File: config.mk
export PLATFORM = sky130hd
export DESIGN_NAME = instr_fetch
export DESIGN_NICKNAME = d
export VERILOG_FILES = /design/src/rtl/instr_fetch_pkg.sv /design/src/rtl/fetch_fifo.sv /design/src/rtl/instr_fetch.sv
export SDC_FILE = /design/constraint.sdc
export NUM_CORES = 1
export LEC_CHECK = 0
export CAP_MARGIN = 30
export CORE_MARGIN = 2
export CORE_UTILIZATION = 50
export CTS_BUF_LIST = sky130_fd_sc_hd__clkbuf_8
export DETAILED_ROUTE_END_ITERATION = 6
export GPL_ROUTABILITY_DRIVEN = 0
export PLACE_DENSITY_LB_ADDON = 0.1
export REMOVE_ABC_BUFFERS = 1
export SLEW_MARGIN = 0
export SYNTH_ARGS = -nofsm -noshare
export SYNTH_HDL_FRONTEND = slang
export SYNTH_SLANG_ARGS = --single-unit
File: constraint.sdc
create_clock -name clk -period 16.2 [get_ports clk]
set_input_delay 3.24 -clock clk [delete_from_list [all_inputs] [get_ports clk]]
set_output_delay 3.24 -clock clk [all_outputs]
set_load 0.01 [all_outputs]
File: src/rtl/instr_fetch_pkg.sv
// Shared fetch-stage constants. CORE_RESET_PC is the core-wide boot address,
// so the core and the fetch stage both take it from this one place.
package instr_fetch_pkg;

  localparam int unsigned CORE_RESET_PC    = 0;
  localparam int          IF_ADDRESS_WIDTH = 14;
  localparam int          IF_DATA_WIDTH    = 32;
  localparam int          IF_BUF_DEPTH     = 3;

endpackage

File: src/rtl/fetch_fifo.sv
// Small shift-style FIFO for fetched {pc, instr} entries. Entry 0 is always
// the head, so the head data and the empty flag come straight from flops.
module fetch_fifo #(
  parameter  int WIDTH     = 46,
  parameter  int BUF_DEPTH = 3,
  localparam int CW        = $clog2(BUF_DEPTH + 1)
) (
  input  logic             clk,
  input  logic             reset,
  input  logic             flush,
  input  logic             push,
  input  logic             pop,
  input  logic [WIDTH-1:0] din,
  output logic [WIDTH-1:0] head,
  output logic             full,
  output logic             empty,
  output logic [CW-1:0]    count
);

  logic [WIDTH-1:0] mem_q [BUF_DEPTH];
  logic [WIDTH-1:0] mem_d [BUF_DEPTH];
  logic [CW-1:0]    cnt_q, cnt_d;
  logic             empty_q, empty_d;
  logic [CW-1:0]    wr_idx;

  // Next-state: flush wins; otherwise pop shifts down, push lands after the last live entry.
  always_comb begin
    mem_d  = mem_q;
    cnt_d  = cnt_q;
    wr_idx = cnt_q;
    if (flush) begin
      cnt_d = '0;
    end else begin
      if (pop && !empty_q) begin
        for (int i = 0; i < BUF_DEPTH - 1; i++) mem_d[i] = mem_q[i+1];
        cnt_d  = cnt_q - CW'(1);
        wr_idx = cnt_q - CW'(1);
      end
      if (push && (int'(wr_idx) < BUF_DEPTH)) begin
        for (int i = 0; i < BUF_DEPTH; i++) begin
          if (CW'(i) == wr_idx) mem_d[i] = din;
        end
        cnt_d = cnt_d + CW'(1);
      end
    end
    empty_d = (cnt_d == '0);
  end

  // State registers; the ROM has no reset, but buffered entries do so the head reads 0 after reset.
  always_ff @(posedge clk or posedge reset) begin
    if (reset) begin
      for (int i = 0; i < BUF_DEPTH; i++) mem_q[i] <= '0;
      cnt_q   <= '0;
      empty_q <= 1'b1;
    end else begin
      mem_q   <= mem_d;
      cnt_q   <= cnt_d;
      empty_q <= empty_d;
    end
  end

  assign head  = mem_q[0];
  assign empty = empty_q;
  assign count = cnt_q;
  assign full  = (cnt_q == CW'(BUF_DEPTH));

endmodule

File: src/rtl/instr_fetch.sv
// Instruction fetch: drives the synchronous ROM, tags returned words with
// their PC, buffers them and hands them to decode on valid/ready.
// Issue is credit-based on registered state only (FIFO count + in-flight),
// so out_ready never has a combinational path to rom_addr.
module instr_fetch
  import instr_fetch_pkg::*;
#(
  parameter int                       ADDRESS_WIDTH = IF_ADDRESS_WIDTH,
  parameter int                       DATA_WIDTH    = IF_DATA_WIDTH,
  parameter logic [ADDRESS_WIDTH-1:0] RESET_PC      = ADDRESS_WIDTH'(CORE_RESET_PC),
  parameter int                       BUF_DEPTH     = IF_BUF_DEPTH
) (
  input  logic                     clk,
  input  logic                     reset,
  output logic [ADDRESS_WIDTH-3:0] rom_addr,
  input  logic [DATA_WIDTH-1:0]    rom_q,
  input  logic                     redirect_valid,
  input  logic [ADDRESS_WIDTH-1:0] redirect_pc,
  output logic                     out_valid,
  input  logic                     out_ready,
  output logic [ADDRESS_WIDTH-1:0] out_pc,
  output logic [DATA_WIDTH-1:0]    out_instr
);

  localparam int CW = $clog2(BUF_DEPTH + 1);
  localparam int EW = ADDRESS_WIDTH + DATA_WIDTH;

  logic [ADDRESS_WIDTH-1:0] fetch_pc_q, fetch_pc_d;
  logic [ADDRESS_WIDTH-1:0] inflight_pc_q, inflight_pc_d;
  logic                     inflight_q, inflight_d;
  logic                     issue, push, pop;
  logic [CW-1:0]            fifo_count;
  logic                     fifo_full, fifo_empty;
  logic [EW-1:0]            fifo_head;

  // Issue/return/redirect decisions; redirect suppresses issue and discards the in-flight word.
  always_comb begin
    issue         = !redirect_valid && ((int'(fifo_count) + int'(inflight_q)) < BUF_DEPTH);
    push          = inflight_q && !redirect_valid;
    pop           = !fifo_empty && out_ready;
    fetch_pc_d    = fetch_pc_q;
    inflight_pc_d = inflight_pc_q;
    inflight_d    = issue;
    if (redirect_valid) begin
      fetch_pc_d = redirect_pc & ~ADDRESS_WIDTH'(3);
    end else if (issue) begin
      fetch_pc_d    = fetch_pc_q + ADDRESS_WIDTH'(4);
      inflight_pc_d = fetch_pc_q;
    end
  end

  // PC and in-flight tracking registers.
  always_ff @(posedge clk or posedge reset) begin
    if (reset) begin
      fetch_pc_q    <= RESET_PC;
      inflight_q    <= 1'b0;
      inflight_pc_q <= '0;
    end else begin
      fetch_pc_q    <= fetch_pc_d;
      inflight_q    <= inflight_d;
      inflight_pc_q <= inflight_pc_d;
    end
  end

  fetch_fifo #(
    .WIDTH    (EW),
    .BUF_DEPTH(BUF_DEPTH)
  ) u_fifo (
    .clk  (clk),
    .reset(reset),
    .flush(redirect_valid),
    .push (push),
    .pop  (pop),
    .din  ({inflight_pc_q, rom_q}),
    .head (fifo_head),
    .full (fifo_full),
    .empty(fifo_empty),
    .count(fifo_count)
  );

  assign rom_addr              = fetch_pc_q[ADDRESS_WIDTH-1:2];
  assign out_valid             = !fifo_empty;
  assign {out_pc, out_instr}   = fifo_head;

  // The issue credit rule must make a push into a full, non-draining FIFO impossible.
  a_no_overflow: assert property (@(posedge clk) disable iff (reset)
    !(push && fifo_full && !pop));

endmodule

==> results of run 1 <==
-- worst max-delay path by stage --
stage	startpoint	endpoint	slack, ps	depth (start not counted)
global route	out_ready	u_fifo.mem_q[51]$_DFFE_PP0N_	9710	9
detailed placement	out_ready	u_fifo.mem_q[50]$_DFFE_PP0N_	9510	9
CTS	out_ready	u_fifo.mem_q[53]$_DFFE_PP0N_	10000	9
floorplan	reset	fetch_pc_q[10]$_DFFE_PP0P_	8530	1
finish	out_ready	u_fifo.mem_q[53]$_DFFE_PP0N_	9960	9
global placement	out_ready	u_fifo.head[41]$_DFFE_PP0N_	8830	9
-- critical path: stages --
cell and delay, ps:
clkdlybuf4s50_1 510, nor2b_1 290, xnor2_1 290, inv_1 160
ha_1 270, nand2b_4 190, nor3b_4 600, buf_4 700
o21ai_0 230
-- stage by stage --
stage | power [W] | area [µm²]
floorplan | 0.00106 | 6970
global placement | 0.00129 | 8360
detailed placement | 0.00133 | 8440
CTS | 0.00167 | 8900
global route | 0.00176 | 8900
finish | 0.00165 | 8900
-- final cells by class --
cell class | instances | area (µm²)
multi-input cells | 368 | 2880
flip-flops and latches | 164 | 4110
clock buffers | 19 | 262
well taps | 184 | 230
clock inverters | 13 | 204
fillers | 1158 | 5680
repair buffers | 118 | 1200
inverters | 5 | 23.8
-- state kept, by name, indices dropped and copies added, names as in the netlist --
| name | flops |
|---|---|
| u_fifo.mem_q | 90 |
| u_fifo.head | 46 |
| fetch_pc_q | 12 |
| inflight_pc_q | 12 |
| u_fifo.count | 2 |
| inflight_q | 1 |
| u_fifo.empty | 1 |
-- where the power goes --
group	total (W)	switching [W]	internal, W
Sequential	0.000710	0.000118	0.000592
Combinational	0.000604	0.000261	0.000343
Clock	0.000341	0.000149	0.000192
-- layout by cell type, fill, tap and decap left out, types with 9 or more instances in the layout --
cell type	Yosys	final
buf_4	54	9
clkbuf_8	0	19
clkdlybuf4s50_1	0	105
dfrtp_1	163	163
mux2_2	55	55
mux2i_1	45	45
nand2_1	64	62
o21ai_0	44	44
o21ai_1	10	10
o22a_1	86	86
xnor2_1	9	9
-- logic make-up (layout without fill, tap and decap cells) --
| kind of cell | count (synthesis) | count (layout) |
|---|---|---|
| buffers and inverters | 92 | 155 |
| multiplexers | 103 | 103 |
| AO/OA/AOI/OAI | 148 | 148 |
| XOR/XNOR | 14 | 14 |
| AND/OR/NAND/NOR | 96 | 96 |
| adder cells (fa/ha/maj) | 7 | 7 |
| flip-flops | 164 | 164 |
-- cells in the mapped netlist --
| master | number |
|---|---|
| nor3b_4 | 1 |
| a311o_1 | 1 |
| xnor2_1 | 9 |
| nor2_1 | 5 |
| nand2_1 | 64 |
| nand2b_1 | 2 |
| a21o_1 | 2 |
| nor3_1 | 4 |
| nor3b_2 | 1 |
| a31oi_1 | 1 |
| mux2_1 | 3 |
| a21oi_1 | 2 |
| and3_1 | 1 |
| a21boi_0 | 2 |
| nand4bb_1 | 1 |
| o21ai_0 | 44 |
| clkbuf_1 | 16 |
| nor4_1 | 3 |
| dfrtp_1 | 163 |
| mux2i_1 | 45 |
| ha_1 | 7 |
| dfstp_2 | 1 |
| o22a_1 | 86 |
| mux2_2 | 55 |
| nor3b_1 | 3 |
| nand3_1 | 4 |
| buf_4 | 54 |
| nand4_1 | 4 |
| nand2b_4 | 1 |
| nor2b_1 | 2 |
| buf_2 | 16 |
| o21ai_1 | 10 |
| inv_1 | 5 |
| xor2_1 | 5 |
| buf_1 | 1 |
-- per-layer routing --
| layer | vias up | part of all wire | track usage |
|---|---|---|---|
| met5 | - | 0 | 0 |
| met4 | 0 | 0.012 | 0.0685 |
| met3 | 16 | 0.042 | 0.0464 |
| met2 | 103 | 0.48 | 0.344 |
| met1 | 2538 | 0.46 | 0.287 |
| li1 | 2286 | - | - |
==> results.json, run 1 <==
{
  "fmax_ghz": 0.160,
  "crit_type": "in2reg",
  "critPathLaunchType": "input pin",
  "synth_xor_area_frac": 0.0163,
  "die_x_um": 127,
  "io_pins": 109,
  "htree_levels": 4,
  "final_cells": 871,
  "synth_compound_area_frac": 0.144,
  "syn2layout_area_growth_pct": 18.4,
  "maxSlewHeadroom": 0.411,
  "clock-sinks": 164,
  "fin_nets": 731,
  "wl_um": 16200,
  "cp.required_ps": 16480,
  "worstMarginPinSlew_ps": 883,
  "synthCells": 624,
  "numPlacedInstances": 839,
  "layout-drive-gt1-share": 0.159,
  "clock_path_buffers": 2,
  "rows": 44,
  "antenna_found_initial": 0,
  "peakVddDrop_uv": 80.2,
  "grt_remaining_overflow": 0,
  "synth_top_family_by_area": "multiplexers",
  "yosys_warnings": 0,
  "grt_pass1_wl_um": 26900,
  "reg2reg_from": "u_fifo.empty$_DFF_PP1_",
  "post-place-ws_ps": 9510,
  "clock_skew_ps": 10.4,
  "status": "finished, final reports clean",
  "crit_path_max_fanout": 74,
  "fin_tns_setup_ps": 0,
  "numCtsBuffers": 17,
  "io_buffers": 106,
  "synthAdderAreaFrac": 0.0116,
  "avgSynthCellArea_um2": 12.1,
  "avgRoutedWirePerCell_um": 18.6,
  "holdPathEnd": "u_fifo.mem_q[31]$_DFFE_PP0P_",
  "root_buffer": "clkbuf_8",
  "hold_path_depth": 1,
  "r2r_slack_ps": 12790,
  "setup_viol_count_final": 0,
  "clock_latency_ps": 450,
  "worst_slack_ps": 9960,
  "p_per_area_nw_per_um2": 186,
  "end_kind": "register",
  "dp_hpwl_um": 9660,
  "grt_usage": 0.213,
  "dieArea_um2": 16000,
  "seq_area_frac_synth": 0.546,
  "synth_top_area_cell": "dfrtp_1",
  "hold_viol_final": 0,
  "layout_min_cycle_time_ps": 6240,
  "muxShareOfSynthArea": 0.147,
  "path_clk_slew_ps": 80,
  "synth_seq_cells": 164,
  "synth_area_leaders": "dfrtp_1, o22a_1, mux2_2",
  "hold_buffers": 0,
  "min_period_over_period": 0.385,
  "drt-pass1-iter-count": 4,
  "fin_hold_ws_ps": 501,
  "drv_slew": 0,
  "yosys.cell_types.count": 35,
  "avgViaCountPerCell": 5.68,
  "post_cts_buffers": 0,
  "r2r-end": "u_fifo.mem_q[53]$_DFFE_PP0N_",
  "worstHoldStart": "u_fifo.mem_q[31]$_DFFE_PP0P_",
  "arrival_ps": 6530,
  "cts_tree": "yes",
  "fin_util": 0.610,
  "vias": 4943,
  "first_iter_violations": 288,
  "initial_utilization": 0.515,
  "drc": 0,
  "coreArea_um2": 14600,
  "leakagePower_nw": 3.56,
  "cap_violations": 0,
  "die_h_um": 127,
  "detail-route-antenna-nets": 0,
  "grt_max_degree": 81,
  "first_global_vias": 5161,
  "synth_top_area_frac": 0.542,
  "syn_area_um2": 7520,
  "yosys.area_share.simple": 0.0602,
  "rsz0062_at_grt": "no",
  "antenna_cells": 0,
  "ctsResizeCount": 0,
  "hold_class": "reg2reg",
  "rr_worst_depth": 9
}
No activity file was read; power rests on OpenSTA's default activity.
==> run 2: changes to the inputs <==
- clock period: 16.2 -> 6.2 ns (I/O delays scaled with it)
==> run 2 against run 1 <==
  * Via count down 0.65%
  * Largest cell class unchanged
  * Setup slack worse by 8000 ps
  * Global-route usage up 0.17 points
  * Critical endpoint is now u_fifo.head[39]$_DFFE_PP0N_
  * Non-clock buffer count down 1
==> results.json, run 2 (synthesis gave the netlist of run 1 again) <==
{
  "worstMarginPinSlew_ps": 879,
  "die_h_um": 127,
  "peakVddDrop_uv": 185,
  "path_clk_slew_ps": 90,
  "hold_class": "reg2reg",
  "first_global_vias": 5207,
  "r2r_slack_ps": 2810,
  "hold_viol_final": 0,
  "layout_min_cycle_time_ps": 4200,
  "fin_nets": 730,
  "status": "finished, final reports clean",
  "dieArea_um2": 16000,
  "first_iter_violations": 300,
  "io_pins": 109,
  "fin_hold_ws_ps": 492,
  "place_area_um2": 8420,
  "clock-sinks": 164,
  "end_kind": "register",
  "wl_um": 16300,
  "worst_slack_ps": 2000,
  "largest_reg_flops": 90,
  "maxSlewHeadroom": 0.414,
  "crit_type": "in2reg",
  "grt_pass1_wl_um": 27200,
  "ctsResizeCount": 0,
  "cts_tree": "yes",
  "crit_path_end": "u_fifo.head[39]$_DFFE_PP0N_",
  "grt_remaining_overflow": 0,
  "reg2reg_from": "u_fifo.empty$_DFF_PP1_",
  "antenna_found_initial": 0,
  "total_power_w": 0.00427,
  "drc": 0,
  "crit_path_max_fanout": 31,
  "use_met2": 0.334,
  "antenna_cells": 0,
  "arrival_ps": 4590,
  "grtUsageMet3": 0.0434,
  "p_per_area_nw_per_um2": 482,
  "syn2layout_area_growth_pct": 17.8,
  "cp.required_ps": 6590,
  "grt-busiest-layer": "met2",
  "grtUsageMet1": 0.301,
  "dp_hpwl_um": 9640,
  "post-place-ws_ps": 1520,
  "root_buffer": "clkbuf_8",
  "avgViaCountPerCell": 5.64,
  "clock_skew_ps": 11.6,
  "rows": 44,
  "die_x_um": 127,
  "final_common_cell": "dfrtp_1",
  "fin_tns_setup_ps": 0,
  "leakagePower_nw": 3.53,
  "numCtsBuffers": 17,
  "critPathLaunchType": "input pin",
  "setup_viol_count_final": 0,
  "layout-drive-gt1-share": 0.156,
  "avgRoutedWirePerCell_um": 18.7,
  "io_buffers": 106,
  "grt_max_degree": 91,
  "num-fill-cells": 1136,
  "htree_levels": 4,
  "r2r-end": "u_fifo.head[39]$_DFFE_PP0N_",
  "rr_worst_depth": 10,
  "rsz0062_at_grt": "no",
  "hold_buffers": 0,
  "vias": 4911,
  "clock_latency_ps": 460,
  "coreArea_um2": 14600,
  "min_period_over_period": 0.677,
  "crit_start": "out_ready",
  "clock_path_buffers": 2,
  "drt-pass1-iter-count": 4,
  "cap_violations": 0,
  "grt_usage": 0.214,
  "post_cts_buffers": 0,
  "drv_slew": 0,
  "initial_utilization": 0.515,
  "regMostFlops": "u_fifo.mem_q",
  "stdcell_area_um2": 8860,
  "worstHoldStart": "u_fifo.head[1]$_DFFE_PP0N_",
  "most-common-layout-cells": "dfrtp_1, clkdlybuf4s50_1, o22a_1, nand2_1, mux2_2",
  "fmax_ghz": 0.238,
  "detail-route-antenna-nets": 0
}
-- run 2: cell types whose count changed in the layout (fill, tap and decap cells not counted), sizes merged --
cell    before  now
clkbuf      19   18
clkinv       6    8
bufinv       5    4
buf         13   12
-- run 2: report_power, final --
group          switching, W  total (W)  internal, W
combinational      0.000683    0.00158     0.000897
clock              0.000394   0.000841     0.000447
sequential         0.000301    0.00185      0.00155
-- run 2: worst max-delay path, cell delays in order --
cell and delay (ps):
clkdlybuf4s50_1 500, nor2b_1 270, xnor2_1 280, inv_1 160
ha_1 260, nand4bb_4 660, nand2_2 640, buf_12 270
o22a_1 160, o22a_1 130
-- run 2: layout make-up --
class                      instances  area (µm²)  share of cell area
multi-input combinational        368        2880               0.325
inverter                           5        23.8             0.00268
sequential                       164        4110               0.463
timing repair buffer             117        1180               0.134
clock buffer                      18         248              0.0280
tap                              184         230              0.0260
clock inverter                    14         186              0.0210
-- run 2: worst min-delay path by stage --
stage	end	slack, ps	cells past startpoint
after floorplan	u_fifo.mem_q[31]$_DFFE_PP0P_	460	1
after global placement	u_fifo.mem_q[34]$_DFFE_PP0P_	470	1
after detailed placement	u_fifo.head[1]$_DFFE_PP0N_	480	1
after CTS	u_fifo.head[1]$_DFFE_PP0N_	500	1
after global routing	u_fifo.mem_q[31]$_DFFE_PP0P_	510	1
final	u_fifo.head[1]$_DFFE_PP0N_	490	1
-- run 2: per-layer routing --
metal | part of all wire | routed length, µm
met1 | 0.47 | 7710
met4 | 0.015 | 237
met3 | 0.040 | 643
met5 | 0 | 0
met2 | 0.47 | 7660
-- run 2: per-stage QoR --
step / utilization / cells
global route: 0.607 / 870
global placement: 0.573 / 835
detailed placement: 0.577 / 838
CTS: 0.607 / 870
finish: 0.607 / 870
floorplan: - / 537
